==> src/rtl/gecko_decode_scoreboard.sv <==
// gecko_decode_scoreboard: per-register outstanding-write counters for decode hazard stalls; `GECKO_SCOREBOARD_BYPASS_EN enables the same-cycle retire bypass on lookups
module gecko_decode_scoreboard #(
  parameter int REG_COUNT     = 32,
  parameter int ADDR_WIDTH    = $clog2(REG_COUNT),
  parameter int COUNTER_WIDTH = 2,
  parameter int RETIRE_PORTS  = 2,
  parameter int TOTAL_WIDTH   = ADDR_WIDTH + COUNTER_WIDTH
) (
  input  logic                               clk,
  input  logic                               rst,
  input  logic                               issue_valid,
  output logic                               issue_ready,
  input  logic                               issue_writes,
  input  logic [ADDR_WIDTH-1:0]              issue_rd,
  input  logic                               issue_forwardable,
  input  logic [ADDR_WIDTH-1:0]              rs1_addr,
  input  logic [ADDR_WIDTH-1:0]              rs2_addr,
  input  logic [ADDR_WIDTH-1:0]              rd_addr,
  output logic [1:0]                         rs1_status,
  output logic [1:0]                         rs2_status,
  output logic [1:0]                         rd_status,
  output logic                               rs1_readable,
  output logic                               rs2_readable,
  output logic [ADDR_WIDTH-1:0]              exec_saved,
  input  logic [RETIRE_PORTS-1:0]            retire_valid,
  input  logic [RETIRE_PORTS*ADDR_WIDTH-1:0] retire_addr,
  output logic [TOTAL_WIDTH-1:0]             outstanding,
  output logic                               underflow_err
);
  localparam int NW = COUNTER_WIDTH + ADDR_WIDTH;
  localparam logic [COUNTER_WIDTH-1:0] MAX = '1;
  localparam logic [1:0] VALID = 2'd0, PENDING = 2'd1, FULL = 2'd2;
  logic [COUNTER_WIDTH-1:0] cnt [REG_COUNT];
  logic [COUNTER_WIDTH-1:0] cnt_d [REG_COUNT];
  logic [COUNTER_WIDTH-1:0] view [REG_COUNT];
  logic [NW-1:0] dec [REG_COUNT];
  logic [REG_COUNT-1:0] under;
  logic [TOTAL_WIDTH-1:0] sum_d;
  logic [1:0] issue_status;
  logic fire;
  function automatic logic [1:0] status_of(input logic [COUNTER_WIDTH-1:0] c);
    return c == '0 ? VALID : c == MAX ? FULL : PENDING;
  endfunction
  always_comb begin
    for (int i = 0; i < REG_COUNT; i++) begin
      dec[i] = '0;
      for (int p = 0; p < RETIRE_PORTS; p++)
        dec[i] = dec[i] + NW'(retire_valid[p] && i != 0 &&
                              retire_addr[p*ADDR_WIDTH +: ADDR_WIDTH] == ADDR_WIDTH'(i));
`ifdef GECKO_SCOREBOARD_BYPASS_EN
      view[i] = dec[i] > NW'(cnt[i]) ? '0 : COUNTER_WIDTH'(NW'(cnt[i]) - dec[i]);
`else
      view[i] = cnt[i];
`endif
    end
  end
  assign rs1_status   = rs1_addr == '0 ? VALID : status_of(view[rs1_addr]);
  assign rs2_status   = rs2_addr == '0 ? VALID : status_of(view[rs2_addr]);
  assign rd_status    = rd_addr  == '0 ? VALID : status_of(view[rd_addr]);
  assign rs1_readable = rs1_status == VALID || rs1_addr == exec_saved;
  assign rs2_readable = rs2_status == VALID || rs2_addr == exec_saved;
  assign issue_status = issue_rd == '0 ? VALID : status_of(view[issue_rd]);
  assign issue_ready  = !(issue_writes && issue_rd != '0 && issue_status == FULL);
  assign fire         = issue_valid && issue_ready;
  // Net per-register update is done wide so an over-retire is detected before truncation.
  always_comb begin
    sum_d = '0;
    for (int i = 0; i < REG_COUNT; i++) begin
      under[i] = dec[i] > NW'(cnt[i]) + NW'(fire && issue_writes && i != 0 && issue_rd == ADDR_WIDTH'(i));
      cnt_d[i] = under[i] ? '0 : COUNTER_WIDTH'(NW'(cnt[i]) +
                 NW'(fire && issue_writes && i != 0 && issue_rd == ADDR_WIDTH'(i)) - dec[i]);
      sum_d    = sum_d + TOTAL_WIDTH'(cnt_d[i]);
    end
  end
  always_ff @(posedge clk) begin
    for (int i = 0; i < REG_COUNT; i++) cnt[i] <= rst ? '0 : cnt_d[i];
    outstanding   <= rst ? '0 : sum_d;
    underflow_err <= rst ? 1'b0 : underflow_err | (|under);
    exec_saved    <= rst ? '0 :
                     !(fire && issue_writes) ? exec_saved :
                     issue_forwardable ? issue_rd :
                     issue_rd == exec_saved ? '0 : exec_saved;
  end
endmodule
==> config.mk <==
export PLATFORM = sky130hd
export DESIGN_NAME = gecko_decode_scoreboard
export DESIGN_NICKNAME = d
export VERILOG_FILES = /design/src/rtl/gecko_decode_scoreboard.sv
export SDC_FILE = /design/constraint.sdc
export NUM_CORES = 1
export LEC_CHECK = 0
export BUFFER_PORTS_ARGS = -buffer_cell sky130_fd_sc_hd__buf_2
export CORE_ASPECT_RATIO = 1.25
export CORE_UTILIZATION = 45
export CTS_CLUSTER_SIZE = 10
export DETAILED_ROUTE_END_ITERATION = 7
export GPL_TIMING_DRIVEN = 1
export HOLD_SLACK_MARGIN = 0.15
export PLACE_DENSITY = 0.7
export SYNTH_ARGS = -nofsm -noshare
export SYNTH_HDL_FRONTEND = slang
export SYNTH_SLANG_ARGS = --single-unit
==> constraint.sdc <==
create_clock -name clk -period 12.5 [get_ports clk]
set_input_delay 2.5 -clock clk [delete_from_list [all_inputs] [get_ports clk]]
set_output_delay 2.5 -clock clk [all_outputs]
set_load 0.02 [all_outputs]
## After elaboration in Yosys (flattened, before gate mapping)

Memory sizes are Yosys's and may differ from the RTL's.
Cells that the tools add are included.

- Memories kept: 1
- Flip-flop bits (word level): 13
- RAM bits: 64
- Output and inout bits: 22

- $add $sub $neg: 124
- Eq/ne operators: 101
- Bitwise logic cells: 5
- Order comparisons: 36
- Reduce and logical (&&, ||, !) cells: 114
- Mux-type cells: 90

Memory list:

| name | words | width | read ports | clocked after Yosys merged registers in | wr ports | RTL line | source |
|---|---|---|---|---|---|---|---|
| cnt | 32 | 2 | 32 | 0 | 32 | 33 | `logic [COUNTER_WIDTH-1:0] cnt [REG_COUNT];` |

Operator list:

| operator | number |
|---|---|
| == test 5 bit (second input constant) | 48 |
| adder 7 x 2 -> 7 bit | 26 |
| 2-to-1 mux 2 bit | 84 |
| == test 5 x 4 -> 1 bit (second input constant) | 24 |
| logical AND 1 bit | 97 |
| adder 2 x 1 -> 3 bit | 31 |
| > comparator 2 x 3 -> 1 bit | 31 |
| adder 1 x 1 -> 2 bit | 31 |
| subtractor 2 bit | 31 |
| == test 5 x 3 -> 1 bit (second input constant) | 12 |
| binary-select mux 2 bit (select 5 bit) | 4 |
| OR reduction 32 bit | 1 |
| == test 5 x 2 -> 1 bit (second input constant) | 6 |
| >= comparator 6 bit (second input constant) | 4 |
| inverter 5 -> 6 bit | 4 |
| zero test 5 bit | 4 |
| == test 5 x 1 -> 1 bit (second input constant) | 3 |
| == test 5 bit | 3 |
| zero test 2 bit | 6 |
| == test 2 bit (second input constant) | 5 |
| 2-to-1 mux 5 bit | 2 |
| adder 6 x 2 -> 7 bit | 1 |
| adder 5 x 2 -> 6 bit | 1 |
| adder 4 x 2 -> 5 bit | 1 |
| 9 further kinds | 10 |

## Longest topological paths before layout

- Depth after elaboration: 48
- Depth in mapped cells: 40
- Gate-level depth less buffers: 37

## Worst setup path after synthesis

No wires, ideal clock.

- Path type: input port to flip-flop
- Start: input port issue_rd[0]
- End: register outstanding[5]
- Data required time: 12.372 ns
- Slack: 1.585 ns
- Library setup time: 0.128 ns
- Data arrival time: 10.787 ns
- Cell stages on the path: 38
- Cells stage by stage: buf_2 buf_2 mux4_2 mux2_2 a211oi_1 a21oi_1 ha_1 nor2b_1 a211oi_1 nand2_1 nor3_1 ha_1 ha_1 inv_1 ha_1 nor2b_1 o21ai_0 nand2_1 (+2 left out) fa_1 inv_1 fa_1 inv_1 fa_1 fa_1 fa_1 inv_1 fa_1 inv_1 ha_1 inv_1 fa_1 inv_1 a21o_1 a21oi_1 xor2_1 nor2_1

- Cells in the longest elaborated chain, start to end: 48
- Elaborated cells on any way between the ends: 234

Ends and longest elaborated chain:

| item | RTL line | source |
|---|---|---|
| start, declared | 14 | `input logic [ADDR_WIDTH-1:0] issue_rd,` |
| inverter 5 -> 6 bit (implied by the code) | 62 | `assign issue_status = issue_rd == '0 ? VALID : status_of(view[issue_rd]);` |
| binary-select mux 2 bit (select 5 bit) | 62 |  |
| 2-to-1 mux 2 bit (implied by the code) (2 in a row) | 62 |  |
| == test 2 bit | 42 | `return c == '0 ? VALID : c == MAX ? FULL : PENDING;` |
| 2-to-1 mux 2 bit (2 in a row) | 42 |  |
| 2-to-1 mux 2 bit | 62 |  |
| == test 2 bit | 63 | `assign issue_ready = !(issue_writes && issue_rd != '0 && issue_status == FULL);` |
| logical AND 1 bit | 63 |  |
| (+6 left out) | n/a |  |
| 2-to-1 mux 2 bit | 70 | `cnt_d[i] = under[i] ? '0 : COUNTER_WIDTH'(NW'(cnt[i]) +` |
| adder 2 x 2 -> 3 bit | 72 | `sum_d = sum_d + TOTAL_WIDTH'(cnt_d[i]);` |
| adder 3 x 2 -> 4 bit | 72 |  |
| adder 4 x 2 -> 5 bit | 72 |  |
| adder 5 x 2 -> 6 bit | 72 |  |
| adder 6 x 2 -> 7 bit | 72 |  |
| adder 7 x 2 -> 7 bit (25 in a row) | 72 |  |
| adder 7 x 2 -> 7 bit * | 72 |  |
| end signal, assigned | 77 | `outstanding <= rst ? '0 : sum_d;` |
| end, declared | 27 | `output logic [TOTAL_WIDTH-1:0] outstanding,` |

Every way passes the cells marked *; elsewhere a longest branch is shown, timed or not. The select of a mux whose other input is x is not followed.
A chain may end at the register's enable or synchronous reset.

## Final worst setup path

Same ends and word-level chain as after synthesis.

==> run metrics <==
Total Die Area 24700 um^2; initial antenna violation count 0; main flop type after synthesis dfxtp_1; placed cell areas 11300 um^2; DR vias/cell 5.84; ant diodes 0; unrepaired setup endpoints after global routing false; min-delay src exec_saved[0]; Synth async-reset ratio 0%; hold path depth 1; CP peak stage delay 0.58 ns; Rows 63; combinational family with the most area after synthesis adder cells; Port Buffer Count 58; share of layout cells above drive strength 1 12.8%; CTS tree done; Final Hold Fails 0; Clock Sinks 75; R2R depth 36; clk_lat worst skew 0.36 ns; Worst-Margin Slew 0.897 ns; Hold EP exec_saved[0]; clock buffer depth 2; Worst path slowest cell fa_1; Worst Setup Path Type in2reg; Die Ht 175 um; vias in the first global route 8947; Critical path buffers and inverters 9; post-route cell area 11700 um^2; DR iter-0 viols 627; Routability Congestion 0.968; wire per inst 20.4 um; post-synthesis mux area share 15.1%; xor/xnor share of the synthesized area 3.24%; skew final 0.00990 ns; CTS Buf Count 9; Cell Pwr Density 69.0 nW/um^2; r2r startpoint cnt[1][6]; flop2flop setup slack 3.12 ns; Initial Util 45.8%; instance count of the mapped netlist 1213; status finished clean; clk slew on worst S/H paths 0.06 ns; hold_buf cts 0; Slew Limit Headroom 40.2%; # IOs 59; period utilisation layout 93.9%; Simple-Gate Fraction of Synth Area 15.8%; syn_area_per_cell 8.92 um^2; Min-Delay Path Class reg2reg; Die W 141 um; commonest non-fill, non-tap cell in the layout ha_1; cell family with most CP delay adder cells; setup violators final 0; FMAX 0.0852 GHz; Detail Route Antenna Nets 0; crit end category flop; Setup WS post-layout 0.765 ns; Min Hold Slack 0.648 ns; YS warnings 0; max-cap violation count 0; pin count of the biggest net entering global routing 73; reg-to-reg endpoint outstanding[5]; Final Max Tran Viols 0; drt total wl 31400 um; core area 23600 um^2; most frequent cells in the layout 203 x ha_1, 188 x nor2_1, 184 x inv_1; Via Count 8994; htree depth 3; mapped cell area 10800 um^2; worst-path maximum fanout 26; first-pass GRT wire length 48900 um; Synth Area in Compound Gates 9.78%; Post-synth EDFFs 0; Unique masters post-synth 47; VDD IR-drop max 0.0000515 V; Adder-Cell Fraction of Synth Area 34.2%; Total GRT Usage 26.4%; First-pass DRT Iterations 4; Leak Pwr 0.00549 uW; GRT overflow 0; Final nets 1541; crit path time final 11.73 ns; post-synthesis sequential area ratio 13.9%; Mapped Nets 1511; #FFs+latches synth 75; Total Power 806 uW; Area growth syn-to-layout 7.88%; Req. time, crit path 12.71 ns; crit path launch type input pin; Placement Setup Slack 0.468 ns; post-CTS resize count 0; DRC 0; setup TNS 0 ns; clock root buffer clkbuf_16; Crit path arrival time 11.95 ns; DP HPWL 25600 um; Post-CTS Setup Repair Bufs 0
synthesized netlist by cell type (4+ instances only):
library cell | instances | area [um^2]
ha_1 | 203 | 2540
nor2_1 | 188 | 706
inv_1 | 184 | 691
dfxtp_1 | 75 | 1500
mux4_2 | 63 | 1420
fa_1 | 58 | 1160
nor2b_1 | 56 | 350
a21oi_1 | 42 | 210
nand2_1 | 39 | 146
o21ai_0 | 33 | 165
o21bai_1 | 27 | 203
clkbuf_1 | 26 | 97.6
nand2b_1 | 26 | 163
nor3_1 | 22 | 110
xnor2_1 | 21 | 184
xor2_1 | 19 | 166
mux2_2 | 15 | 169
nand3_1 | 13 | 65.1
a211oi_1 | 10 | 75.1
a22o_1 | 9 | 78.8
a22oi_1 | 8 | 60.1
buf_2 | 8 | 40.0
nand4_1 | 6 | 37.5
and2_1 | 5 | 31.3
buf_1 | 5 | 18.8
mux2i_1 | 5 | 50.1
or4_1 | 5 | 37.5
a221o_1 | 4 | 40.0
o311ai_0 | 4 | 35.0
o31ai_1 | 4 | 30.0
sequential cells by signal, indices dropped and copies added (netlist names):
name,cells
exec_saved,5
outstanding,7
cnt,62
underflow_err,1
routing by layer:
layer  vias up  part of all wire, %  track usage [%]
li1       4177                    -                -
met3        98                  6.4             3.60
met1      4309                   39             31.4
met4         0                  6.8             17.0
met2       410                   48             44.6
met5         -                    0                0
how the worst max path moves through the flow:
stage	from	endpoint	slack, ns	cells past startpoint
2_1_floorplan	issue_rd[0]	outstanding[5]	1.59	38
3_3_place_gp	issue_rd[0]	outstanding[5]	0.47	37
3_5_place_dp	issue_rd[0]	outstanding[5]	0.47	37
4_1_cts	issue_rd[0]	outstanding[5]	0.73	37
5_1_grt	issue_rd[0]	outstanding[5]	0.33	37
6_report	issue_rd[0]	outstanding[5]	0.77	37
metrics by stage:
stage,utilization (%),instances
detailed placement,47.9,1524
floorplan,-,1213
CTS,49.4,1540
global route,49.4,1540
global placement,47.9,1524
finish,49.4,1540
where the power goes:
| group | total [uW] | internal [uW] | switching, uW |
|---|---|---|---|
| logic | 224 | 88.5 | 135 |
| clock network | 327 | 211 | 116 |
| registers | 254 | 247 | 7.59 |
| total | 806 | 547 | 259 |
final cells by class:
class                   count  area (um^2)
clock buffers              12          267
clock inverters             4         95.1
fillers                  2195        12000
inverters                 184          691
multi-input cells         913         8450
flip-flops and latches     75         1500
well taps                 292          365
repair buffers             60          305
logic make-up after synthesis:
family,count (synthesis)
flops,75
fa+ha+maj,261
xor+xnor,40
simple gates,368
mux,83
buf+inv,225
compound gates,161
Note: power is estimated with default switching activity, not from simulation.
